--- src/rtl/bcd_pkg.sv ---
// -----------------------------------------------------------------------------
// bcd_pkg
// Shared types and constants for the serial binary-to-BCD converter and its
// seven-segment scan scheduler.
//   state_t     : converter FSM states (IDLE, SHIFT, DONE)
//   WIDTH_DEF   : default binary input width
//   DIGITS_DEF  : default number of BCD digits
//   SEL_W       : width of the digit select bus
//   clog2()     : bits needed to hold the values 0..value-1 (minimum 1)
// -----------------------------------------------------------------------------
package bcd_pkg;

   typedef enum logic [1:0] {
      IDLE,
      SHIFT,
      DONE
   } state_t;

   localparam int WIDTH_DEF  = 16;
   localparam int DIGITS_DEF = 5;
   localparam int SEL_W      = 3;

   // Never returns 0, so a counter sized from it is always at least 1 bit.
   function automatic int clog2(input int value);
      int r;
      r = 0;
      for (int v = value - 1; v > 0; v = v >> 1) begin
         r++;
      end
      if (r == 0) begin
         r = 1;
      end
      return r;
   endfunction

endpackage

--- src/rtl/bcd_scan_ctrl_if.sv ---
// -----------------------------------------------------------------------------
// bcd_scan_ctrl_if
// Bundles the conversion handshake and the display scan outputs.
//   ena         : scan enable (master -> slave)
//   load, bin   : conversion request and binary value (master -> slave)
//   busy, done  : conversion in progress / one-cycle result strobe
//   bcd         : registered BCD result, nibble 0 = ones digit
//   digit_sel   : digit currently driven on the shared decoder
//   digit_bcd   : nibble selected by digit_sel
//   digit_blank : 1 = leading zero, blank this digit
// -----------------------------------------------------------------------------
interface bcd_scan_ctrl_if
   import bcd_pkg::*;
#(
   parameter int WIDTH  = WIDTH_DEF,
   parameter int DIGITS = DIGITS_DEF
);

   logic                  ena;
   logic                  load;
   logic [WIDTH-1:0]      bin;
   logic                  busy;
   logic                  done;
   logic [4*DIGITS-1:0]   bcd;
   logic [SEL_W-1:0]      digit_sel;
   logic [3:0]            digit_bcd;
   logic                  digit_blank;

   modport master (
      output ena, load, bin,
      input  busy, done, bcd, digit_sel, digit_bcd, digit_blank
   );

   modport slave (
      input  ena, load, bin,
      output busy, done, bcd, digit_sel, digit_bcd, digit_blank
   );

endinterface

--- src/rtl/bcd_scan_ctrl_scan_timer.sv ---
// -----------------------------------------------------------------------------
// scan_timer
// Free-running digit scan: a prescaler counts 0..SCAN_DIV-1 and advances
// digit_sel at terminal count, wrapping at DIGITS-1. ena=0 freezes both.
//   clk, rst    : clock, async active-high reset
//   ena         : count enable
//   digit_sel   : current digit slot (0..DIGITS-1)
// -----------------------------------------------------------------------------
module scan_timer
   import bcd_pkg::*;
#(
   parameter int SCAN_DIV = 50000,
   parameter int DIGITS   = DIGITS_DEF
) (
   input  logic             clk,
   input  logic             rst,
   input  logic             ena,
   output logic [SEL_W-1:0] digit_sel
);

   localparam int PRE_W = clog2(SCAN_DIV);

   logic [PRE_W-1:0] prescaler;

   // NOTE: sequential state uses non-blocking assignments so every register
   // samples pre-edge values regardless of process ordering.
   always_ff @(posedge clk or posedge rst) begin
      if (rst) begin
         prescaler <= '0;
         digit_sel <= '0;
      end else if (ena) begin
         if (prescaler == PRE_W'(SCAN_DIV - 1)) begin
            prescaler <= '0;
            digit_sel <= (digit_sel == SEL_W'(DIGITS - 1)) ? '0
                                                            : digit_sel + SEL_W'(1);
         end else begin
            prescaler <= prescaler + PRE_W'(1);
         end
      end
   end

endmodule

--- src/rtl/bcd_scan_ctrl.sv ---
// -----------------------------------------------------------------------------
// bcd_scan_ctrl
// Serial double-dabble converter (one shift per clock) with a load/busy/done
// handshake, plus a time-multiplexed digit feed for one shared seg_7 decoder
// with leading-zero blanking.
//   clk, rst : clock, async active-high reset
//   bus      : bcd_scan_ctrl_if.slave (ena, load, bin -> busy, done, bcd,
//              digit_sel, digit_bcd, digit_blank)
// Latency: load sampled at edge 0, done/bcd valid after edge WIDTH+1.
// -----------------------------------------------------------------------------
module bcd_scan_ctrl
   import bcd_pkg::*;
#(
   parameter int WIDTH    = WIDTH_DEF,
   parameter int DIGITS   = DIGITS_DEF,
   parameter int SCAN_DIV = 50000
) (
   input  logic           clk,
   input  logic           rst,
   bcd_scan_ctrl_if.slave bus
);

   localparam int CNT_W = clog2(WIDTH + 1);
   localparam int BCD_W = 4 * DIGITS;

   state_t             state, state_next;
   logic [WIDTH-1:0]   shift_q, shift_next;
   logic [BCD_W-1:0]   scratch_q, scratch_next, adjusted;
   logic [BCD_W-1:0]   bcd_q, bcd_next;
   logic [CNT_W-1:0]   cnt_q, cnt_next;
   logic               done_q, done_next;
   logic [SEL_W-1:0]   digit_sel;
   logic               upper_nonzero;

   // Double-dabble correction: any nibble >= 5 would overflow past 9 once
   // doubled, so bias it by 3 before the shift.
   always_comb begin
      adjusted = scratch_q;
      for (int i = 0; i < DIGITS; i++) begin
         if (scratch_q[4*i +: 4] >= 4'd5) begin
            adjusted[4*i +: 4] = scratch_q[4*i +: 4] + 4'd3;
         end
      end
   end

   // NOTE: every output of this block gets a default before the case, so no
   // path leaves a signal unassigned and no latch is inferred.
   always_comb begin
      state_next   = state;
      shift_next   = shift_q;
      scratch_next = scratch_q;
      cnt_next     = cnt_q;
      bcd_next     = bcd_q;
      done_next    = 1'b0;
      case (state)
         IDLE: begin
            if (bus.load) begin
               shift_next   = bus.bin;
               scratch_next = '0;
               cnt_next     = CNT_W'(WIDTH);
               state_next   = SHIFT;
            end
         end
         SHIFT: begin
            {scratch_next, shift_next} = {adjusted, shift_q} << 1;
            cnt_next = cnt_q - CNT_W'(1);
            if (cnt_q == CNT_W'(1)) begin
               state_next = DONE;
            end
         end
         DONE: begin
            // bcd only ever changes here, so a partial result is never visible.
            bcd_next   = scratch_q;
            done_next  = 1'b1;
            state_next = IDLE;
         end
         default: state_next = IDLE;
      endcase
   end

   always_ff @(posedge clk or posedge rst) begin
      if (rst) begin
         state     <= IDLE;
         shift_q   <= '0;
         scratch_q <= '0;
         cnt_q     <= '0;
         bcd_q     <= '0;
         done_q    <= 1'b0;
      end else begin
         state     <= state_next;
         shift_q   <= shift_next;
         scratch_q <= scratch_next;
         cnt_q     <= cnt_next;
         bcd_q     <= bcd_next;
         done_q    <= done_next;
      end
   end

   scan_timer #(
      .SCAN_DIV (SCAN_DIV),
      .DIGITS   (DIGITS)
   ) u_scan_timer (
      .clk       (clk),
      .rst       (rst),
      .ena       (bus.ena),
      .digit_sel (digit_sel)
   );

   // Digit mux and leading-zero detect: blank when this digit and every more
   // significant one are zero; digit 0 always shows.
   always_comb begin
      bus.digit_bcd = '0;
      upper_nonzero = 1'b0;
      for (int i = 0; i < DIGITS; i++) begin
         if (digit_sel == SEL_W'(i)) begin
            bus.digit_bcd = bcd_q[4*i +: 4];
         end
         if ((SEL_W'(i) >= digit_sel) && (bcd_q[4*i +: 4] != 4'd0)) begin
            upper_nonzero = 1'b1;
         end
      end
      bus.digit_blank = (digit_sel != '0) && !upper_nonzero;
   end

   assign bus.busy      = (state == SHIFT);
   assign bus.done      = done_q;
   assign bus.bcd       = bcd_q;
   assign bus.digit_sel = digit_sel;

endmodule

--- src/flat_wrapper.sv ---
// flat-port wrapper written by rule: the top's interface ports become plain ports
module bcd_scan_ctrl_flat import bcd_pkg::*;
#(
   parameter int WIDTH    = WIDTH_DEF,
   parameter int DIGITS   = DIGITS_DEF,
   parameter int SCAN_DIV = 50000
)
  (clk, rst, bus_ena, bus_load, bus_bin, bus_busy, bus_done, bus_bcd, bus_digit_sel, bus_digit_bcd, bus_digit_blank);
  bcd_scan_ctrl_if #(.WIDTH(WIDTH), .DIGITS(DIGITS)) bus_i ();
  input  logic clk;
  input  logic rst;
  input wire logic [$bits(bus_i.ena)-1:0] bus_ena;
  input wire logic [$bits(bus_i.load)-1:0] bus_load;
  input wire logic [$bits(bus_i.bin)-1:0] bus_bin;
  output wire logic [$bits(bus_i.busy)-1:0] bus_busy;
  output wire logic [$bits(bus_i.done)-1:0] bus_done;
  output wire logic [$bits(bus_i.bcd)-1:0] bus_bcd;
  output wire logic [$bits(bus_i.digit_sel)-1:0] bus_digit_sel;
  output wire logic [$bits(bus_i.digit_bcd)-1:0] bus_digit_bcd;
  output wire logic [$bits(bus_i.digit_blank)-1:0] bus_digit_blank;
  assign bus_i.ena = bus_ena;
  assign bus_i.load = bus_load;
  assign bus_i.bin = bus_bin;
  assign bus_busy = bus_i.busy;
  assign bus_done = bus_i.done;
  assign bus_bcd = bus_i.bcd;
  assign bus_digit_sel = bus_i.digit_sel;
  assign bus_digit_bcd = bus_i.digit_bcd;
  assign bus_digit_blank = bus_i.digit_blank;
  bcd_scan_ctrl #(.WIDTH(WIDTH), .DIGITS(DIGITS), .SCAN_DIV(SCAN_DIV)) u_core (.clk(clk), .rst(rst), .bus(bus_i));
endmodule
--- config.mk ---
export PLATFORM = sky130hd
export DESIGN_NAME = bcd_scan_ctrl_flat
export DESIGN_NICKNAME = d
export VERILOG_FILES = /design/src/rtl/bcd_pkg.sv /design/src/rtl/bcd_scan_ctrl_if.sv /design/src/rtl/bcd_scan_ctrl_scan_timer.sv /design/src/rtl/bcd_scan_ctrl.sv /design/src/flat_wrapper.sv
export SDC_FILE = /design/constraint.sdc
export NUM_CORES = 1
export LEC_CHECK = 0
export CORE_AREA = 2 2 73 127
export CTS_CLUSTER_SIZE = 25
export DETAILED_ROUTE_END_ITERATION = 6
export DIE_AREA = 0 0 75 129
export MAX_ROUTING_LAYER = met4
export PLACE_DENSITY_LB_ADDON = 0.08
export REMOVE_ABC_BUFFERS = 1
export SETUP_SLACK_MARGIN = 0.3
export SLEW_MARGIN = 20
export SYNTH_ARGS = -nofsm -noshare
export SYNTH_HDL_FRONTEND = slang
export SYNTH_HIERARCHICAL = 1
export SYNTH_SLANG_ARGS = --single-unit
--- constraint.sdc ---
create_clock -name clk -period 4.95 [get_ports clk]
set_input_delay 1.2375 -clock clk [delete_from_list [all_inputs] [get_ports clk]]
set_output_delay 1.2375 -clock clk [all_outputs]
set_load 0.005 [all_outputs]
==> results.sh, run 1 <==
export IMPL_path_clk_slew_ns=0.06
export IMPL_dpl_instance_area_um2=4740
export IMPL_clock_skew_ns=0.00514
export IMPL_place_port_buffers=49
export IMPL_cts_hold_buf=0
export IMPL_cts_max_path_buffers=2
export IMPL_rsz0062_at_grt="no"
export IMPL_pwr_share_clk=0.262
export IMPL_final_area_um2=5090
export IMPL_rr_worst_depth=2
export IMPL_ys_flop_type="dfrtp_1"
export IMPL_hold_class="register to register"
export IMPL_combPwrFrac=0.331
export IMPL_num_rows=45
export IMPL_die_h_um=129
export IMPL_clock_fmax_mhz=284
export IMPL_synth_seq_cells=83
export IMPL_hold_viol=0
export IMPL_cp_max_fo=23
export IMPL_wl_per_cell_um=15.5
export IMPL_drt_iter0_markers=144
export IMPL_yosysWarnings=6
export IMPL_ys_async_sr_fraction=1.00
export IMPL_start_util=0.488
export IMPL_p_seq_frac=0.407
export IMPL_ir_worst_vdd_mv=0.317
export IMPL_cap_violations=0
export IMPL_synth_edf_count=0
export IMPL_crit_path_end_kind="output pin"
export IMPL_routabilityCongestion=0.811
export IMPL_syn_area_um2=4200
export IMPL_ant_nets=0
export IMPL_switchingPower_uw=952
export IMPL_grt_usage=0.204
export IMPL_most_common_layout_cells="dfrtp_1, clkdlybuf4s50_1, nand2_1, a21oi_1, o21ai_0"
export IMPL_final_common_cell="dfrtp_1"
export IMPL_yosys_area_top_type="dfrtp_1"
export IMPL_status="finished, final reports clean"
export IMPL_layout_nets=472
export IMPL_power_uw=2890
export IMPL_fin_crit_ns=3.52
export IMPL_synth_seq_area_share=0.494
export IMPL_syn_to_final_growth_pct=21.1
export IMPL_die_w_um=75
export IMPL_synthTopCellsByArea="dfrtp_1, mux2_2, ha_1, nand2_1, and3b_1"
export IMPL_final_setup_tns_ns=0
export IMPL_setup_viol=0
export IMPL_leakagePower_uw=0.00224
export IMPL_r2r_start="u_core/state[1]"
export IMPL_p_sw_frac=0.330
export IMPL_cp_arrival_ns=2.28
export IMPL_grt_pass1_vias=3097
export IMPL_core_um2=8610
export IMPL_clock_latency_ns=0.33
export IMPL_vias_per_cell=5.47
export IMPL_startpoint="u_core/state[1]"
export IMPL_r2r_end="u_core/bus.bcd[0]"
export IMPL_startpoint_type="register"
export IMPL_drtPass1Iterations=4
export IMPL_worst_ep_required_time_ns=3.71
export IMPL_worst_pin_slew_ns=1.08
export IMPL_root_buffer="clkbuf_16"
export IMPL_postCtsResizedCells=0
export IMPL_synthCells=395
export IMPL_cts_tree="built"
export IMPL_wl_um=8650
export IMPL_fin_crit_sh=0.711
export IMPL_htree_levels=3
export IMPL_post_cts_buffers=0
export IMPL_clock_sinks=83
export IMPL_overflow=0
export IMPL_antenna_found_initial=0
export IMPL_grt_pass1_wl_um=14600
export IMPL_place_detailed_hpwl_um=6070
export IMPL_ys_types=50
export IMPL_slew_violations=0
export IMPL_fp_dieArea_um2=9680
export IMPL_avgSynthCellArea_um2=10.6
export IMPL_yosys_area_top_type_share=0.494
export IMPL_layout_drive_gt1_share=0.115
export IMPL_p_int_uw=1940
export IMPL_finalNonFillerCells=559
export IMPL_pwr_density_cell_nw_per_um2=568
export IMPL_critPathCapture="bus_busy"
export IMPL_vias=3059
export IMPL_pin_count=50
export IMPL_path_class="register to output pin"
export IMPL_numCtsBuffers=9
export IMPL_post_route_drc_count=0
export IMPL_maxSlewHeadroom=0.278
export IMPL_antennaDiodeCount=0
export IMPL_dp_cells=543
export IMPL_grt_max_degree=35
export IMPL_reg2reg_slack_ns=2.77
[state kept, by name, summed over array words and instances, names as in the netlist]
signal and flops:
u_core/bus.bcd 20, u_core/scratch_q 20, u_core/shift_q 16, u_core/u_scan_timer/prescaler 16
u_core/cnt_q 5, u_core/u_scan_timer/digit_sel 3, u_core/state 2, u_core/bus.done 1
[final cells by class]
cell class,count,area (um2)
multi-input combinational,270,1930
timing repair buffer,52,513
tap,117,146
sequential,83,2080
clock inverter,5,100
fill,772,3530
inverter,21,78.8
clock buffer,11,243
[worst min path at each step]
stage	slack (ns)	depth (start not counted)	to	startpoint
6_report	0.48	2	u_core/shift_q[13]	u_core/shift_q[13]
5_1_grt	0.51	2	u_core/scratch_q[0]	u_core/shift_q[15]
4_1_cts	0.49	2	u_core/shift_q[1]	u_core/shift_q[1]
3_5_place_dp	0.48	2	u_core/shift_q[1]	u_core/shift_q[1]
3_3_place_gp	0.46	1	u_core/u_scan_timer/prescaler[15]	u_core/u_scan_timer/prescaler[15]
2_1_floorplan	0.44	1	u_core/u_scan_timer/prescaler[15]	u_core/u_scan_timer/prescaler[15]
[stage by stage]
stage	setup WS (ns)	util	hold WS, ns
3_5_place_dp	1.65	0.551	0.476
6_report	1.43	0.590	0.484
3_3_place_gp	1.70	0.551	0.463
2_1_floorplan	2.11	-	0.442
4_1_cts	1.39	0.590	0.488
5_1_grt	1.27	0.590	0.506
[cells in the mapped netlist (9+ instances only)]
cell and count:
a21oi_1 26, and3b_1 15, buf_2 10, dfrtp_1 83
ha_1 15, inv_1 21, mux2_2 18, nand2_1 38
nand3_1 13, nor2_1 18, o21ai_0 25, o22ai_1 9
xnor2_1 12, xor2_1 9
[critical path, stage by stage, from the launching register on]
cell and delay [ns]:
dfrtp_1 0.57, nand2b_4 0.36, inv_1 0.42, clkdlybuf4s50_1 0.60
[power groups by stage]
stage | clock network, uW | registers (uW) | logic, uW
2_1_floorplan | 0 | 1130 | 611
3_3_place_gp | 0 | 1180 | 936
3_5_place_dp | 0 | 1190 | 958
4_1_cts | 776 | 1180 | 964
5_1_grt | 812 | 1220 | 1080
6_report | 756 | 1180 | 956
[routing by layer]
layer	global-route usage	vias up	part of all wire
met5	-	-	0
met4	0.0683	0	0.011
met3	0.0399	9	0.026
met2	0.324	54	0.50
met1	0.259	1499	0.46
li1	-	1497	-
[cells by family after synthesis]
| kind of cell | synth area share |
|---|---|
| compound gates | 0.132 |
| xor+xnor | 0.0438 |
| flops | 0.494 |
| mux | 0.0766 |
| buf+inv | 0.0465 |
| fa+ha+maj | 0.0447 |
| simple gates | 0.162 |
No activity file was read; power rests on OpenSTA's default activity.
==> inputs of run 2 (changes only) <==
Clock period 4.95 ns to 3.4 ns, I/O delays scaled along.
==> run 2 against run 1 <==
Against the previous run:
- sequential power rose by 44%
- power rose by 38%
- clock power rose by 15%
- utilization fell by 0.29 points
- combinational power rose by 49%
- worst setup slack got worse by 1.0 ns
- design area fell by 0.49%
- non-clock buffer count rose by 5
- register-to-register slack got worse by 1.1 ns
- die area did not move
- critical path type unchanged
==> results.sh, run 2 (synthesis gave the netlist of run 1 again) <==
export IMPL_status="finished, final reports clean"
export IMPL_wl_per_cell_um=15.3
export IMPL_hold_class="register to register"
export IMPL_place_port_buffers=49
export IMPL_clock_fmax_mhz=336
export IMPL_cap_violations=0
export IMPL_grt_pass1_vias=3025
export IMPL_finalNonFillerCells=563
export IMPL_start_util=0.488
export IMPL_hold_viol=0
export IMPL_worst_ep_required_time_ns=2.55
export IMPL_layout_nets=477
export IMPL_hold_slack_ns=0.478
export IMPL_cp_top_family="flip-flops"
export IMPL_dp_cells=548
export IMPL_overflow=0
export IMPL_die_h_um=129
export IMPL_clock_sinks=83
export IMPL_routabilityCongestion=0.795
export IMPL_cts_tree="built"
export IMPL_pin_count=50
export IMPL_crit_path_end_kind="output pin"
export IMPL_maxSlewHeadroom=0.525
export IMPL_post_cts_buffers=0
export IMPL_cts_hold_buf=0
export IMPL_fp_dieArea_um2=9680
export IMPL_vias_per_cell=5.44
export IMPL_crit_buf_inv=1
export IMPL_final_setup_tns_ns=0
export IMPL_power_uw=3990
export IMPL_wl_um=8630
export IMPL_rsz0062_at_grt="no"
export IMPL_vias=3063
export IMPL_cts_max_path_buffers=2
export IMPL_place_detailed_hpwl_um=6140
export IMPL_antennaDiodeCount=0
export IMPL_fin_crit_sh=0.874
export IMPL_crit_path_max_incr_delay_ns=0.65
export IMPL_htree_levels=3
export IMPL_numCtsBuffers=9
export IMPL_clock_skew_ns=0.00636
export IMPL_drt_iter0_markers=196
export IMPL_drtPass1Iterations=5
export IMPL_antenna_found_initial=0
export IMPL_most_common_layout_cells="dfrtp_1, clkdlybuf4s50_1, nand2_1, a21oi_1, o21ai_0"
export IMPL_root_buffer="clkbuf_16"
export IMPL_cp_common_cell="nor2_1"
export IMPL_layout_drive_gt1_share=0.123
export IMPL_crit_chain="mux4_2 > nor2_1 > nor2_1 > clkdlybuf4s50_1"
export IMPL_num_rows=45
export IMPL_post_route_drc_count=0
export IMPL_slowest_stage="dfrtp_1"
export IMPL_cp_arrival_ns=2.12
export IMPL_ir_worst_vdd_mv=0.440
export IMPL_grt_max_degree=43
export IMPL_grt_usage=0.204
export IMPL_syn_to_final_growth_pct=20.5
export IMPL_setup_viol=0
export IMPL_core_um2=8610
export IMPL_slew_violations=0
export IMPL_worst_pin_slew_ns=0.711
export IMPL_fin_crit_ns=2.97
export IMPL_final_common_cell="dfrtp_1"
export IMPL_cp_max_fo=14
export IMPL_leakagePower_uw=0.00224
export IMPL_clock_latency_ns=0.33
export IMPL_startpoint_type="register"
export IMPL_grt_pass1_wl_um=14600
export IMPL_path_class="register to output pin"
export IMPL_ant_nets=0
export IMPL_die_w_um=75
export IMPL_path_clk_slew_ns=0.06
export IMPL_pwr_density_cell_nw_per_um2=789
-- run 2: cell count changes in the layout (fill, tap and decap cells not counted) --
cell       delta
buf_12        +1
buf_4         +4
bufinv_16     -3
clkbuf_1      +1
clkinv_2      +1
nor4_1        -1
nor4_2        +1
-- run 2: final cells by class --
cell class              count  area [um2]
flip-flops and latches     83        2080
multi-input cells         270        1930
clock buffers              12         246
well taps                 117         146
inverters                  21        78.8
repair buffers             57         563
clock inverters             3        15.0
fillers                   783        3550
-- run 2: stage by stage --
step	area, um2	util	setup slack (ns)
floorplan	4080	-	0.952
finish	5060	0.588	0.428
CTS	5050	0.587	0.399
global route	5060	0.588	0.314
detailed placement	4790	0.556	0.767
global placement	4790	0.556	0.774
-- run 2: routing by layer --
layer	share of wire	vias to the layer above	global-route usage
li1	-	1506	-
met1	0.44	1500	0.259
met2	0.51	52	0.316
met3	0.037	5	0.0540
met4	0.010	0	0.0651
met5	0	-	-
-- run 2: final timing paths --
| path | depth (start not counted) | end | slack (ns) | start |
|---|---|---|---|---|
| max in group asynchronous | 3 | u_core/scratch_q[15] | 1.89 | rst |
| hold reg to reg | 2 | u_core/shift_q[11] | 0.48 | u_core/shift_q[11] |
| min in group asynchronous | 2 | u_core/shift_q[11] | 0.91 | rst |
| hold / removal | 2 | u_core/shift_q[11] | 0.48 | u_core/shift_q[11] |
| setup / recovery | 4 | bus_digit_bcd[2] | 0.43 | u_core/u_scan_timer/digit_sel[0] |
| setup reg to reg | 5 | u_core/u_scan_timer/digit_sel[2] | 1.66 | u_core/u_scan_timer/prescaler[5] |
-- run 2: worst min-delay path, cell delays in order, from the launching register on --
cell and delay [ns]:
dfrtp_1 0.34, nand2_1 0.04, o21ai_0 0.06
-- run 2: repair_timing --
action                                 CTS  global route
gates resized for setup                  0             1
setup endpoints to repair                0             1
endpoints found under the hold margin    0             0
-- run 2: where the power goes --
part / internal, uW / leakage (uW) / total [uW] / switching, uW
clock: 507 / 0.000132 / 870 / 363
sequential: 1350 / 0.00105 / 1700 / 355
combinational: 753 / 0.00105 / 1420 / 667
total: 2610 / 0.00224 / 3990 / 1390
==> inputs of run 3 (changes only) <==
Settings changed: ABC_AREA set to 1, CORE_AREA 2 2 73 127 to 2 2 76 132, DIE_AREA 0 0 75 129 to 0 0 78 134.
Clock period 3.4 ns to 3 ns, I/O delays scaled along.
==> run 3 against run 2 <==
Against the previous run:
- clock power increased by 26%
- register-to-register slack got worse by 0.44 ns
- worst hold slack got worse by 0.0015 ns
- cell count increased by 41%
==> results.sh, run 3 <==
export IMPL_worst_ep_required_time_ns=2.25
export IMPL_drt_iter0_markers=237
export IMPL_path_clk_slew_ns=0.06
export IMPL_ys_async_sr_fraction=1.00
export IMPL_htree_levels=3
export IMPL_start_util=0.482
export IMPL_hold_viol=0
export IMPL_ir_worst_vdd_mv=0.627
export IMPL_maxSlewHeadroom=0.458
export IMPL_synth_most_common_cell="nand2_1"
export IMPL_crit_path_max_incr_delay_ns=0.51
export IMPL_switchingPower_uw=2010
export IMPL_yosys_area_top_type_share=0.458
export IMPL_pwr_density_cell_nw_per_um2=929
export IMPL_drtPass1Iterations=4
export IMPL_clock_skew_ns=0.00696
export IMPL_worst_pin_slew_ns=0.811
export IMPL_avgSynthCellArea_um2=7.41
export IMPL_p_sw_frac=0.396
export IMPL_slew_violations=0
export IMPL_ant_nets=0
export IMPL_layout_nets=701
export IMPL_yosysWarnings=6
export IMPL_startpoint_type="register"
export IMPL_most_common_layout_cells="nand2_1, dfrtp_1, inv_1, nand3_1"
export IMPL_rsz0062_at_grt="yes"
export IMPL_grt_max_degree=37
export IMPL_fp_dieArea_um2=10500
export IMPL_status="finished, final reports clean"
export IMPL_hold_class="register to register"
export IMPL_leakagePower_uw=0.00279
export IMPL_grt_usage=0.229
export IMPL_grt_pass1_vias=3793
export IMPL_numCtsBuffers=9
export IMPL_cap_violations=0
export IMPL_core_um2=9410
export IMPL_crit_buf_inv=2
export IMPL_syn_to_final_growth_pct=20.2
export IMPL_clock_sinks=83
export IMPL_grt_pass1_wl_um=17900
export IMPL_synth_edf_count=0
export IMPL_synth_top_family_by_area="simple AND/OR/NAND/NOR gates"
export IMPL_setup_viol=0
export IMPL_place_detailed_hpwl_um=8320
export IMPL_p_seq_frac=0.389
export IMPL_overflow=0
export IMPL_fin_crit_sh=0.868
export IMPL_final_setup_tns_ns=0
export IMPL_cp_top_family="buffers and inverters"
export IMPL_layout_drive_gt1_share=0.0730
export IMPL_synth_compound_area_frac=0.0626
export IMPL_ys_types=29
export IMPL_slowest_stage="clkdlybuf4s50_1"
export IMPL_cts_tree="built"
export IMPL_cp_max_fo=8
export IMPL_p_int_uw=3060
export IMPL_root_buffer="clkbuf_16"
export IMPL_power_uw=5070
export IMPL_cts_max_path_buffers=2
export IMPL_synth_adder_area_share=0.0414
export IMPL_synthTopCellsByArea="dfrtp_1, nand2_1, nand3_1, inv_1, o21ai_0"
export IMPL_crit_path_end_kind="output pin"
export IMPL_post_route_drc_count=0
export IMPL_antenna_found_initial=0
export IMPL_die_h_um=134
export IMPL_final_common_cell="nand2_1"
export IMPL_synth_seq_cells=83
export IMPL_place_port_buffers=49
export IMPL_clock_fmax_mhz=384
export IMPL_pwr_share_clk=0.217
export IMPL_synthMuxAreaShare=0
export IMPL_clock_latency_ns=0.33
export IMPL_antennaDiodeCount=0
export IMPL_fin_crit_ns=2.60
export IMPL_wl_um=11200
export IMPL_ys_flop_type="dfrtp_1"
export IMPL_die_w_um=78
export IMPL_synthCells=612
export IMPL_syn_area_um2=4540
export IMPL_combPwrFrac=0.394
export IMPL_fillerInstances=913
export IMPL_path_class="register to output pin"
export IMPL_synth_simple_area_share=0.335
export IMPL_cp_arrival_ns=1.85
export IMPL_routabilityCongestion=0.897
export IMPL_vias=4106
export IMPL_yosys_area_top_type="dfrtp_1"
export IMPL_vias_per_cell=5.18
export IMPL_wl_per_cell_um=14.1
export IMPL_crit_chain="inv_1 > nor3_2 > nand2_1 > nand4_1 > clkdlybuf4s50_1"
export IMPL_hold_slack_ns=0.477
export IMPL_num_rows=47
export IMPL_synth_xor_area_share=0.00965
export IMPL_pin_count=50
export IMPL_synth_common_cells="nand2_1, dfrtp_1, inv_1, nand3_1, nor2_1"
export IMPL_synth_seq_area_share=0.458
-- run 3: metal layers --
layer | GRT usage | up-vias | part of all wire
met5 | - | - | 0
met3 | 0.0431 | 22 | 0.028
met1 | 0.223 | 1957 | 0.38
met4 | 0.118 | 0 | 0.034
met2 | 0.424 | 80 | 0.56
li1 | - | 2047 | -
-- run 3: power groups by stage --
stage / sequential [uW] / clock, uW / combinational [uW]
after floorplan: 1860 / 0 / 1350
after global placement: 1980 / 0 / 1960
after detailed placement: 1980 / 0 / 2010
after CTS: 1970 / 1120 / 2030
after global routing: 2030 / 1180 / 2300
final: 1970 / 1100 / 2000
-- run 3: final timing paths --
check                                                 start                   end  slack, ns  depth (start not counted)
min in group asynchronous                               rst   u_core/scratch_q[3]       0.80                          2
setup reg to reg                            u_core/state[0]    u_core/bus.bcd[12]       1.22                          4
setup / recovery           u_core/u_scan_timer/digit_sel[2]      bus_digit_bcd[0]       0.40                          5
max in group asynchronous                               rst    u_core/bus.bcd[11]       1.51                          3
hold reg to reg                        u_core/scratch_q[17]  u_core/scratch_q[17]       0.48                          2
hold / removal                         u_core/scratch_q[17]  u_core/scratch_q[17]       0.48                          2
-- run 3: layout make-up --
class | count | area [um2] | share of cell area
Timing Repair Buffer | 58 | 556 | 0.102
Inverter | 85 | 322 | 0.0590
Clock inverter | 5 | 52.6 | 0.00964
Multi-Input combinational cell | 429 | 2050 | 0.376
Clock buffer | 11 | 243 | 0.0445
Sequential cell | 83 | 2080 | 0.382
Tap cell | 122 | 153 | 0.0280
-- run 3: kinds of logic after synthesis --
family	Yosys count
buf+inv	100
simple gates	355
compound gates	54
fa+ha+maj	15
xor+xnor	5
flops	83
-- run 3: tightest hold or removal path: cells and delay by family (launching register included) --
family	cells	cell delay, ns
simple gates	2	0.10
flops	1	0.34
-- run 3: through the flow --
stage / utilization / setup WS [ns] / cell area (um2) / instances
after global placement: 0.543 / 0.647 / 5100 / 772
after CTS: 0.575 / 0.351 / 5410 / 788
after global routing: 0.580 / 0.274 / 5450 / 793
final: 0.580 / 0.397 / 5450 / 793
after detailed placement: 0.543 / 0.588 / 5100 / 772
after floorplan: - / 0.652 / 4430 / 597
-- run 3: repair_timing --
action	4_1_cts	5_1_grt
resized for setup	5	3
setup buffers	0	5
endpoints found under the setup margin	5	4
hold buffers	0	0
pin swaps	0	0
endpoints found under the hold margin	0	0
